[config.mk]
export PLATFORM = sky130hd
export DESIGN_NAME = quadrature_encoder_gen
export DESIGN_NICKNAME = d
export VERILOG_FILES = /design/src/rtl/quadrature_encoder_gen.sv
export SDC_FILE = /design/constraint.sdc
export NUM_CORES = 1
export LEC_CHECK = 0
export BUFFER_PORTS_ARGS = -buffer_cell sky130_fd_sc_hd__buf_4
export CAP_MARGIN = 20
export CORE_ASPECT_RATIO = 0.75
export CORE_MARGIN = 2
export CORE_UTILIZATION = 56
export CTS_BUF_LIST = sky130_fd_sc_hd__clkbuf_4
export CTS_CLUSTER_DIAMETER = 60
export DETAILED_ROUTE_END_ITERATION = 8
export PLACE_DENSITY = 0.77
export SLEW_MARGIN = 20
export SYNTH_ARGS = -nofsm -noshare
export SYNTH_HDL_FRONTEND = slang
export SYNTH_SLANG_ARGS = --single-unit
[constraint.sdc]
create_clock -name clk -period 3.2 [get_ports clk]
set_clock_uncertainty 0.2 [all_clocks]
set_input_delay 0.64 -clock clk [delete_from_list [all_inputs] [get_ports clk]]
set_output_delay 0.64 -clock clk [all_outputs]
set_load 0.005 [all_outputs]
[src/rtl/quadrature_encoder_gen.sv]
// Quadrature A/B generator: accepts a step command over valid/ready and emits
// full Gray-code cycles with a programmable spacing between edges.
module quadrature_encoder_gen #(
   parameter int REG_LEN    = 8,
   parameter int PERIOD_LEN = 16
) (
   input  logic                  clk,
   input  logic                  rst,
   input  logic                  cmd_valid,
   output logic                  cmd_ready,
   input  logic                  cmd_dir,
   input  logic [REG_LEN-1:0]    cmd_steps,
   input  logic [PERIOD_LEN-1:0] cmd_period,
   input  logic                  abort,
   output logic                  rotary_a,
   output logic                  rotary_b,
   output logic                  busy,
   output logic                  done,
   output logic [REG_LEN-1:0]    steps_done
);

   typedef enum logic [1:0] {IDLE, RUN, DONE} state_e;

   state_e                  state_q, state_d;
   logic                    dir_q, dir_d;
   logic [REG_LEN-1:0]      steps_q, steps_d;
   logic [PERIOD_LEN-1:0]   reload_q, reload_d;
   logic [PERIOD_LEN-1:0]   cnt_q, cnt_d;
   logic [1:0]              quarter_q, quarter_d;
   logic                    abort_q, abort_d;
   logic                    a_q, a_d;
   logic                    b_q, b_d;
   logic                    busy_q, busy_d;
   logic                    done_q, done_d;
   logic [REG_LEN-1:0]      steps_done_q, steps_done_d;

   logic                    accept;
   logic                    tick;
   logic                    stop_now;
   logic                    step_end;
   logic                    last_step;
   logic [1:0]              quarter_nxt;
   logic [REG_LEN-1:0]      steps_inc;
   logic [PERIOD_LEN-1:0]   cmd_reload;

   assign cmd_ready   = (state_q == IDLE) & ~rst;
   assign accept      = cmd_valid & cmd_ready;
   assign tick        = (state_q == RUN) && (cnt_q == '0);
   // A latched abort on the rest phase stops before any further edge.
   assign stop_now    = (state_q == RUN) && abort_q && (quarter_q == 2'd0);
   assign step_end    = tick && (quarter_q == 2'd3);
   assign steps_inc   = steps_done_q + REG_LEN'(1);
   assign last_step   = step_end && ((steps_inc == steps_q) || abort_q);
   assign quarter_nxt = quarter_q + 2'd1;
   assign cmd_reload  = (cmd_period == '0) ? '0 : cmd_period - PERIOD_LEN'(1);

   // NOTE: sequential state uses non-blocking assignments so every register
   // samples the pre-edge values, independent of process ordering.
   always_ff @(posedge clk or posedge rst) begin
      if (rst) state_q <= IDLE;
      else     state_q <= state_d;
   end

   // NOTE: every combinational output gets a default first, so no path
   // through the case leaves it unassigned and infers a latch.
   always_comb begin
      state_d = state_q;
      case (state_q)
         IDLE:    if (accept) state_d = (cmd_steps == '0) ? DONE : RUN;
         RUN:     if (stop_now || last_step) state_d = DONE;
         DONE:    state_d = IDLE;
         default: state_d = IDLE;
      endcase
   end

   always_comb begin
      dir_d        = dir_q;
      steps_d      = steps_q;
      reload_d     = reload_q;
      cnt_d        = cnt_q;
      quarter_d    = quarter_q;
      abort_d      = abort_q;
      a_d          = a_q;
      b_d          = b_q;
      steps_done_d = steps_done_q;
      busy_d       = (state_d != IDLE);
      done_d       = (state_d == DONE);
      case (state_q)
         IDLE: begin
            if (accept) begin
               dir_d        = cmd_dir;
               steps_d      = cmd_steps;
               reload_d     = cmd_reload;
               cnt_d        = cmd_reload;
               quarter_d    = 2'd0;
               abort_d      = 1'b0;
               steps_done_d = '0;
            end
         end
         RUN: begin
            abort_d = abort_q | abort;
            if (!stop_now) begin
               if (tick) begin
                  cnt_d     = reload_q;
                  quarter_d = quarter_nxt;
                  // Quarter index maps onto the Gray phase; direction swaps A and B.
                  a_d = dir_q ? (quarter_nxt[1] ^ quarter_nxt[0]) : quarter_nxt[1];
                  b_d = dir_q ? quarter_nxt[1] : (quarter_nxt[1] ^ quarter_nxt[0]);
                  if (step_end) steps_done_d = steps_inc;
               end else begin
                  cnt_d = cnt_q - PERIOD_LEN'(1);
               end
            end
         end
         DONE:    abort_d = 1'b0;
         default: abort_d = 1'b0;
      endcase
   end

   always_ff @(posedge clk or posedge rst) begin
      if (rst) begin
         dir_q        <= 1'b0;
         steps_q      <= '0;
         reload_q     <= '0;
         cnt_q        <= '0;
         quarter_q    <= 2'd0;
         abort_q      <= 1'b0;
         a_q          <= 1'b0;
         b_q          <= 1'b0;
         busy_q       <= 1'b0;
         done_q       <= 1'b0;
         steps_done_q <= '0;
      end else begin
         dir_q        <= dir_d;
         steps_q      <= steps_d;
         reload_q     <= reload_d;
         cnt_q        <= cnt_d;
         quarter_q    <= quarter_d;
         abort_q      <= abort_d;
         a_q          <= a_d;
         b_q          <= b_d;
         busy_q       <= busy_d;
         done_q       <= done_d;
         steps_done_q <= steps_done_d;
      end
   end

   assign rotary_a   = a_q;
   assign rotary_b   = b_q;
   assign busy       = busy_q;
   assign done       = done_q;
   assign steps_done = steps_done_q;

endmodule
======== Word level (Yosys, flattened, before mapping) ========
Index checks and enable logic that the tools add are counted.
operators by class
  add/subtract/negate cells ............... 4
  bitwise operators ....................... 6
  eq/ne operators ......................... 8
  reductions and logical operators ........ 19
  muxes and demuxes ....................... 22
operators with widths
  cell                                                                   count
  16-bit two-way mux                                                     4
  16-bit logical NOT                                                     2
  8-bit two-way mux                                                      4
  16-bit case mux with 2 select lines                                    1
  16-bit by 1-bit subtractor with 16-bit output, second input constant   2
  8-bit case mux with 2 select lines                                     1
  2-bit two-way mux                                                      6
  8-bit by 1-bit adder with 8-bit output, second input constant          1
  8-bit equality test                                                    1
  8-bit logical NOT                                                      1
  2-bit inequality test, second input constant                           4
  2-bit case mux with 2 select lines                                     2
  3-bit AND reduction                                                    2
  1-bit logical AND                                                      5
  5-bit AND reduction                                                    1
  2-bit equality test, second input constant                             2
  2-bit logical NOT                                                      2
  4-bit AND reduction                                                    1
  2-bit nonzero test                                                     2
  1-bit two-way mux                                                      3
  2-bit by 1-bit adder with 2-bit output, second input constant          1
  1-bit AND                                                              2
  2-bit by 1-bit equality test with 1-bit output, second input constant  1
  1-bit logical OR                                                       2
  5 further kinds                                                        6
word-level totals
  register bits ........................... 58
  input port bits ......................... 29
  output and inout bits ................... 13
  logic and storage cells ................. 71

======== Longest topological paths before layout ========
Gate-level depths: netlist of run 1.
  depth in word-level cells ............... 8
  depth in mapped cells ................... 10
  gate-level depth less buffers ........... 8

======== Worst setup path before layout of run 1 ========
Ideal clock, no wire load.
  path type ............................... register to register
  from .................................... register cnt_q[0]
  to ...................................... register steps_done_q[7] (netlist: steps_done[7])
  library setup time ...................... 0.128 ns
  required time ........................... 2.872 ns
  arrival ................................. 1.992 ns
  setup slack ............................. 0.880 ns
  clock period less this slack ............ 2.320 ns
  path buffers ............................ 1
  cell stages (with the launch flop) ...... 10
  cells stage by stage .................... dfrtp_1 > inv_1 > ha_1 > nor4b_2 > nand4_1 > buf_6 > or2_4 > or3_4 > o211ai_2 > o31ai_2
between the ends
  cells in the longest elaborated chain, start to end .. 5
  elaborated cells between the ends (all ways) .. 6
RTL lines
  item                             RTL line  source
  start, declared                  28        logic [PERIOD_LEN-1:0] cnt_q, cnt_d;
  start signal, assigned           137       cnt_q <= cnt_d;
  16-bit logical NOT *             48        assign tick = (state_q == RUN) && (cnt_q == '0);
  1-bit logical AND *              48
  1-bit logical AND                51        assign step_end = tick && (quarter_q == 2'd3);
  2-bit inequality test (no line)  --
  5-bit AND reduction (no line) *  --
  end signal, assigned             144       steps_done_q <= steps_done_d;
  end, declared                    35        logic [REG_LEN-1:0] steps_done_q, steps_done_d;
Every way passes the cells marked *; elsewhere a longest branch is shown, timed or not.
A chain may end at the register's enable or synchronous reset.

======== Final worst setup path of run 1 ========
  from .................................... register cnt_q[0]
  to ...................................... register cnt_q[7]
between the ends
  cells in the longest elaborated chain, start to end .. 5
  elaborated cells between the ends (all ways) .. 6
RTL lines
  item                                                                                                   RTL line  source
  parallel branches: the longest is 2 deep, another holds 16-bit by 1-bit subtractor with 16-bit output  --
  16-bit two-way mux *                                                                                   103       if (tick) begin
  16-bit two-way mux *                                                                                   102       if (!stop_now) begin
  16-bit case mux with 2 select lines *                                                                  88        case (state_q)
Mark *: on every way between the ends. The select of a mux whose other input is x is not followed.

==> results.yml, run 1 <==
critical_path:
  crit_cells: 8
  r2r_start: "cnt_q[0]"
  slowest_stage: "or2_1"
  path_buf_inv: 1
  cp_cell_sequence: "inv_1 > ha_1 > nor4b_2 > nand4_1 > or2_1 > o21ai_1 > a21oi_1 > a211o_1"
  max_stage_delay_ns: 0.56
  crit_path_end_kind: "flop"
  setup.worst_path.start: "cnt_q[0]"
  r2r_slack_ns: 0.42
  required_ns: 3.31
  cpLargestDelayFamily: "simple AND/OR/NAND/NOR gates"
  worstPathArrival_ns: 2.89
  start_kind: "flop"
  critPathKind: "flop to flop"
  cp-endpoint: "cnt_q[7]"
  r2r_end: "cnt_q[7]"
  crit_fanout: 18
  r2r_cells: 8
final_layout:
  nets: 490
  diodes: 0
  area_growth_pct: 15.8
  drive_above_1_share_pct: 19.1
  ff_latch_area_um2: 1450
  multiInputGateArea_um2: 1940
  instances_no_fill: 538
  fill_cells: 495
route:
  wl_met1_um: 4410
  final_antenna_net_count: 0
  drtIter0Drc: 268
  drt_wl_total_um: 9400
  firstDrtPassIters: 5
  drcViolationCount: 0
  top_layer: "met4"
  via_per_inst: 6.00
  wl_met3_um: 844
  vias: 3229
  route.met2.wl_um: 4050
  avgRoutedWirePerCell_um: 17.5
global_routing:
  grt_pass1_vias: 3032
  grt_pass1_wl_um: 15700
  grt_overflow: 0
  track_usage_pct: 30.0
  grt_max_degree: 26
  antenna_found_initial: 0
synthesis:
  syn_area_per_cell_um2: 8.65
  synth_ff_type: "dfrtp_1"
  ys_types: 61
  synthCells: 406
  syn_nets: 440
  synth_area_um2: 3510
  synth-compound-area-share_pct: 18.3
  ys_warn_count: 0
  ys_seq_area_share_pct: 41.3
  ys_async_sr_fraction_pct: 100
  synth-edff-count: 0
  synth-simple-area-share_pct: 26.9
  synth.area.mux_share_pct: 2.67
  synth_xor_area_share_pct: 5.49
  ys_ff_latch: 58
  synth_top_family_by_area: "simple AND/OR/NAND/NOR gates"
  synthAdderAreaFrac_pct: 1.78
cts:
  h-tree-depth: 3
  cts_hold_buf: 0
  cts.clk_slew.worst_paths_ns: 0.10
  clock_sinks: 58
  cts_setup_buffers: 0
  cts_buffers: 9
  cts-root-buf: "clkbuf_4"
  cts_tree: "yes"
  insertion_delay_ns: 0.42
  clockBufferDepth: 2
  cts_resized: 0
min_path:
  hold_path_class: "input port to asynchronous set/reset pin"
power:
  powerDensity_nw_per_um2: 868
  ir_worst_vdd_v: 0.000429
  leakagePower_nw: 1.83
sta:
  period_share_pct: 87.0
  fin_tns_setup_ns: 0
  tightest_slew_ns: 0.709
  slew_violations: 0
  final-hold-violation-count: 0
  hold_slack_ns: 0.0711
  finalSetupViolCount: 0
  fmax_mhz: 359
  period_minus_slack_ns: 2.78
  max-slew-margin-rel_pct: 52.7
  rsz0062_at_grt: "false"
placement:
  io_buffers: 41
  dp.cells: 523
  gp_congestion: 0.921
  dp.final_hpwl_um: 6950
floorplanning:
  core_um2: 5950
  initial_utilization_pct: 59.1
  fp.dieW_um: 95.4
  die_height_um: 72.6
  row_count: 24
  dieArea_um2: 6930
  io_pins: 42
status:
  outcome: "completed"
job:
  cap_violations: 0
## synthesized netlist by cell type, types with 3 or more instances
cell type | count | area share, %
nand2_1 | 69 | 7.4
or3_4 | 4 | 1.3
or2_1 | 3 | 0.53
a31oi_1 | 5 | 0.89
and3_1 | 4 | 0.71
a21o_1 | 8 | 1.7
a21oi_1 | 15 | 2.1
nor3_1 | 13 | 1.9
o31ai_1 | 3 | 0.64
a211o_1 | 4 | 1.0
dfrtp_1 | 58 | 41
o21ai_0 | 19 | 2.7
nor4_2 | 4 | 1.4
ha_1 | 5 | 1.8
nand3_1 | 14 | 2.0
nor2b_1 | 4 | 0.71
inv_1 | 13 | 1.4
o211ai_1 | 6 | 1.3
nor4_1 | 10 | 1.8
nor3b_1 | 3 | 0.64
nand4_1 | 3 | 0.53
nand2b_1 | 4 | 0.71
mux2i_1 | 6 | 1.7
o21ai_1 | 17 | 2.4
o31a_1 | 3 | 0.75
xnor2_1 | 16 | 4.0
clkbuf_1 | 10 | 1.1
nor2_1 | 37 | 4.0
xor2_1 | 6 | 1.5
## where the power goes
group | leakage [nW] | switching, mW | internal [mW]
sequential | 0.732 | 0.318 | 1.03
combinational | 1.02 | 0.980 | 0.688
clock | 0.0741 | 0.265 | 0.247
total | 1.83 | 1.56 | 1.97
## routing by layer
| layer | global-route usage (%) | vias up |
|---|---|---|
| met5 | 2.27 | - |
| met4 | 6.03 | 0 |
| met3 | 10.4 | 10 |
| met2 | 41.5 | 122 |
| met1 | 45.5 | 1539 |
| li1 | - | 1558 |
## through the flow
step	area (µm²)	total power, mW	util [%]	setup slack (ns)
after detailed placement	3940	2.99	66.3	0.489
after CTS	4070	3.50	68.4	0.472
after global placement	3940	2.92	66.3	0.533
after global routing	4070	3.80	68.4	0.185
final	4070	3.53	68.4	0.416
after floorplan	3510	2.41	-	0.880
## final cells by class
cell class | count | share of cell area (%)
Inverter | 13 | 1.20
Clock inverter | 4 | 1.08
Multi-Input combinational cell | 320 | 47.6
Clock buffer | 11 | 2.03
Timing Repair Buffer | 54 | 9.97
Tap cell | 78 | 2.40
Sequential cell | 58 | 35.7
## cell families (layout without fill, tap and decap cells)
group                    Yosys count  after routing
AO/OA/AOI/OAI                     98             98
XOR/XNOR                          22             22
adder cells (fa/ha/maj)            5              5
buffers and inverters             28             82
flip-flops                        58             58
multiplexers                       9              9
AND/OR/NAND/NOR                  186            186
## worst reg2reg max path: stages (launching register included)
cell and delay, ns:
dfrtp_1 0.43, inv_1 0.10, ha_1 0.24, nor4b_2 0.30, nand4_1 0.27, or2_1 0.56, o21ai_1 0.23, a21oi_1 0.05
a211o_1 0.29
## sequential cells by signal (all words and copies together) (netlist names)
name,flops
done,1
busy,1
reload_q,16
steps_done,8
quarter_q,2
rotary_a,1
steps_q,8
cnt_q,16
rotary_b,1
state_q,2
dir_q,1
abort_q,1
## worst min path at each step
stage	slack, ns	startpoint	end	depth (start not counted)
2_1_floorplan	0.25	reload_q[8]	reload_q[8]	2
3_3_place_gp	0.26	reload_q[14]	reload_q[14]	2
3_5_place_dp	0.27	reload_q[14]	reload_q[14]	2
4_1_cts	0.07	rst	rotary_b	2
5_1_grt	0.11	rst	rotary_b	2
6_report	0.07	rst	rotary_a	2
## placed cells by master (no fill, tap or decap), types with 5 or more instances in the layout
cell type,instances
nor3_1,13
xnor2_1,16
nor2_1,37
mux2i_1,6
o211ai_1,6
clkbuf_4,11
a31oi_1,5
o21ai_0,19
ha_1,5
inv_1,12
buf_4,54
nand2_1,69
dfrtp_1,58
nor4_1,10
a21o_1,8
xor2_1,6
nand3_1,14
o21ai_1,17
a21oi_1,15
Note: power is estimated with default switching activity, not from simulation.
==> inputs of run 2 (changes only) <==
==> constraint.sdc (replaced) <==
create_clock -name clk -period 3.2 [get_ports clk]
set_clock_uncertainty 0.2 [all_clocks]
set_input_delay 0.48 -clock clk [delete_from_list [all_inputs] [get_ports clk]]
set_output_delay 0.48 -clock clk [all_outputs]
set_load 0.005 [all_outputs]
==> run 2 against run 1 <==
Against the previous run:
- critical path depth unchanged
- non-clock buffer count shrank 3
- register-to-register slack improved by 0.09 ns
- sequential power hardly changed
- largest power group unchanged
- combinational power down 3%
- critical path type unchanged
- clock-buffer cell count grew 1
- final area is 0.98% lower
- die area unchanged
==> results.yml, run 2 (synthesis results as in run 1) <==
placement:
  gp_congestion: 0.981
  dp_slack_ns: 0.561
  dp.cells: 520
  place_area_um2: 3920
  io_buffers: 41
  dp.final_hpwl_um: 6600
cts:
  h-tree-depth: 3
  cts_setup_buffers: 0
  cts_resized: 0
  cts-root-buf: "clkbuf_4"
  cts_hold_buf: 0
  cts_buffers: 9
  cts.clk_slew.worst_paths_ns: 0.10
  clockBufferDepth: 2
  cts_tree: "yes"
  clock_sinks: 58
  insertion_delay_ns: 0.41
final_layout:
  final_area_um2: 4030
  drive_above_1_share_pct: 18.8
  mostFrequentLayoutCells: "69 x nand2_1, 58 x dfrtp_1, 51 x buf_4"
  diodes: 0
  ff_latch_area_um2: 1450
  reg.largest.list: "cnt_q x16, reload_q x16"
  fill_cells: 486
  multiInputGateArea_um2: 1940
  area_growth_pct: 14.7
  final_common_cell: "nand2_1"
  postLayoutCoreUtil_pct: 67.7
  instances_no_fill: 536
  nets: 487
critical_path:
  worstPathArrival_ns: 2.79
  r2r_cells: 8
  start_kind: "flop"
  crit_path_end_kind: "flop"
  critPathKind: "flop to flop"
  crit_fanout: 18
  required_ns: 3.29
route:
  final_antenna_net_count: 0
  avgRoutedWirePerCell_um: 17.0
  drt_wl_total_um: 9140
  vias: 3305
  drtIter0Drc: 314
  firstDrtPassIters: 5
  via_per_inst: 6.17
  drcViolationCount: 0
sta:
  fmax_mhz: 371
  period_share_pct: 84.2
  fin_tns_setup_ns: 0
  final-hold-violation-count: 0
  rsz0062_at_grt: "false"
  finalSetupViolCount: 0
  max-slew-margin-rel_pct: 51.0
  tightest_slew_ns: 0.735
  fin_ws_ns: 0.504
  slew_violations: 0
  hold_slack_ns: 0.0540
  period_minus_slack_ns: 2.70
job:
  cap_violations: 0
min_path:
  hold_path_depth: 3
  hold_path_class: "input port to flop"
global_routing:
  grt_max_degree: 59
  grt_pass1_wl_um: 15200
  antenna_found_initial: 0
  grt_pass1_vias: 2997
  track_usage_pct: 28.8
  grt_overflow: 0
power:
  ir_worst_vdd_v: 0.000403
  leakagePower_nw: 1.81
  powerDensity_nw_per_um2: 846
  total_power_mw: 3.41
status:
  outcome: "completed"
floorplanning:
  io_pins: 42
  initial_utilization_pct: 59.1
  fp.dieW_um: 95.4
  row_count: 24
  dieArea_um2: 6930
  die_height_um: 72.6
  core_um2: 5950
==> run 2: changes by cell type in the layout (fill, tap and decap cells not counted) <==
cell,change
clkbuf_4,+1
clkinv_2,+1
bufinv_16,-1
buf_4,-3
==> run 2: worst max-delay path: stages (launching register included) <==
cell	delay, ns
dfrtp_1	0.44
inv_1	0.10
ha_1	0.25
nor4b_2	0.30
nand4_1	0.20
or2_1	0.52
o21ai_1	0.22
a21oi_1	0.05
a211o_1	0.30
==> run 2: where the power goes <==
part	switching, mW	internal [mW]	leakage (nW)
sequential	0.306	1.03	0.732
combinational	0.953	0.665	1.00
clock	0.271	0.180	0.0685
total	1.53	1.88	1.81
==> run 2: final cells by class <==
type | count | share of cell area [%]
Multi-Input combinational cell | 320 | 48.1
Sequential cell | 58 | 36.0
Timing Repair Buffer | 51 | 9.51
Tap cell | 78 | 2.42
Clock buffer | 12 | 2.24
Inverter | 13 | 1.21
Clock inverter | 4 | 0.466
==> run 2: worst paths after layout <==
path,endpoint,from,slack [ns]
hold reg to reg,reload_q[11],reload_q[11],0.29
setup / recovery,cnt_q[7],cnt_q[0],0.50
setup reg to reg,cnt_q[7],cnt_q[0],0.50
hold / removal,dir_q,cmd_dir,0.05
min in group asynchronous,rotary_a,rst,0.08
max in group asynchronous,reload_q[13],rst,2.22
==> run 2: per-layer routing <==
layer	vias up	track usage (%)	wire (µm)
li1	1551	-	-
met1	1585	44.1	4230
met2	156	38.7	3880
met3	13	9.81	895
met4	0	8.10	127
met5	-	0	0
==> inputs of run 3 (changes only) <==
- clock period: 3.2 -> 2.56 ns (I/O delays scaled with it)
==> run 3 against run 2 <==
Against the previous run:
- combinational power rose by 36%
- setup slack got worse by 0.45 ns
- total power grew 39%
- routed wire length up 3.9%
- via count rose by 1.7%
- maximum frequency is 7.8% higher
- register-to-register slack worse by 0.45 ns
- first-iteration DRC count decreased by 13%
- die area is the same
- cell count rose by 4.3%
- non-clock buffer count grew 23
- largest power group unchanged
==> results.yml, run 3 (synthesis results as in run 1) <==
status:
  outcome: "completed"
min_path:
  hold_path_depth: 3
  min_from: "abort"
  hold_path_end: "abort_q"
  hold_path_class: "input port to flop"
critical_path:
  r2r_slack_ns: 0.06
  r2r_end: "state_q[0]"
  crit_fanout: 6
  required_ns: 2.68
  r2r_cells: 7
  start_kind: "flop"
  r2r_start: "steps_done[1]"
  critPathKind: "flop to flop"
  crit_path_end_kind: "flop"
  worstPathArrival_ns: 2.62
sta:
  rsz0062_at_grt: "false"
  hold_slack_ns: 0.00267
  fin_tns_setup_ns: 0
  fmax_mhz: 400
  finalSetupViolCount: 0
  final-hold-violation-count: 0
  period_share_pct: 97.7
  slew_violations: 0
  period_minus_slack_ns: 2.50
  max-slew-margin-rel_pct: 66.0
  tightest_slew_ns: 0.508
placement:
  dp.final_hpwl_um: 6790
  dp.cells: 531
  gp_congestion: 0.902
  io_buffers: 41
route:
  drtIter0Drc: 273
  drt_wl_total_um: 9490
  avgRoutedWirePerCell_um: 17.0
  via_per_inst: 6.01
  final_antenna_net_count: 0
  vias: 3362
  firstDrtPassIters: 5
  drcViolationCount: 0
global_routing:
  grt_pass1_wl_um: 15800
  grtUsageMet2_pct: 42.9
  grt.met1_usage_pct: 45.8
  gr-usage-met3_pct: 6.61
  antenna_found_initial: 0
  grt_max_degree: 45
  grt_busiest_layer: "met1"
  grt_pass1_vias: 3138
  track_usage_pct: 29.8
  grt_overflow: 0
power:
  ir_worst_vdd_v: 0.000650
  powerDensity_nw_per_um2: 1090
  leakagePower_nw: 1.95
final_layout:
  nets: 510
  instances_no_fill: 559
  area_growth_pct: 23.6
  diodes: 0
  final_common_cell: "nand2_1"
  drive_above_1_share_pct: 20.6
  mostFrequentLayoutCells: "69 x nand2_1, 61 x buf_4, 57 x dfrtp_1"
  reg.largest.list: "cnt_q x16, reload_q x16"
floorplanning:
  row_count: 24
  die_height_um: 72.6
  dieArea_um2: 6930
  core_um2: 5950
  initial_utilization_pct: 59.1
  io_pins: 42
  fp.dieW_um: 95.4
job:
  cap_violations: 0
cts:
  cts.clk_slew.worst_paths_ns: 0.11
  cts_tree: "yes"
  clock_sinks: 58
  h-tree-depth: 3
  insertion_delay_ns: 0.43
  cts-root-buf: "clkbuf_4"
  cts_buffers: 9
  clockBufferDepth: 2
## run 3: cell count changes in the layout (fill, tap and decap cells not counted), sizes merged
cell,previous run,this run
bufinv,0,3
clkbuf,12,9
dlygate4sd3,0,11
buf,51,63
## run 3: area by class of cell
| type | instances | area, µm² |
|---|---|---|
| Timing Repair Buffer | 74 | 608 |
| Fill cell | 460 | 1600 |
| Clock inverter | 7 | 108 |
| Inverter | 13 | 48.8 |
| Tap cell | 78 | 97.6 |
| Sequential cell | 58 | 1450 |
| Clock buffer | 9 | 67.6 |
| Multi-Input combinational cell | 320 | 1960 |
## run 3: worst max-delay path, cell delays in order (launching register included)
cell,delay [ns]
dfrtp_1,0.44
ha_1,0.29
and3_1,0.25
and3_1,0.22
xnor2_1,0.22
nand4_1,0.18
o41ai_2,0.46
o21ai_0,0.14
## run 3: layer usage
| metal | share of wire [%] | vias to the layer above |
|---|---|---|
| met5 | 0 | - |
| met2 | 44 | 130 |
| met1 | 48 | 1622 |
| met4 | 1.3 | 0 |
| met3 | 7.5 | 12 |
| li1 | - | 1598 |
## run 3: power by group
group | switching, mW | internal [mW]
clock | 0.358 | 0.484
combinational | 1.23 | 0.972
sequential | 0.403 | 1.29
## run 3: worst max path at each step
stage | start | endpoint | cells past startpoint
2_1_floorplan | cnt_q[0] | steps_done[7] | 9
3_3_place_gp | cnt_q[1] | steps_done[4] | 8
3_5_place_dp | cnt_q[1] | steps_done[4] | 8
4_1_cts | cnt_q[1] | steps_done[4] | 8
5_1_grt | steps_done[1] | state_q[0] | 7
6_report | steps_done[1] | state_q[0] | 7
## run 3: stage by stage
stage          util (%)  worst slack (ns)  area [µm²]  power (mW)
4_1_cts            72.5            0.0239        4310        4.64
6_report           73.0            0.0581        4340        4.74
3_5_place_dp       67.7            0.0692        4030        3.80
5_1_grt            73.0           0.00190        4340        5.07
3_3_place_gp       67.7             0.110        4030        3.72
2_1_floorplan         -             0.240        3510        3.02
## run 3: what timing repair did
action                                 CTS  global route
endpoints found under the hold margin   24             0
resized for setup                        0             4
buffers inserted                         0             1
setup endpoints to repair                0            21
hold buffers                            11             0
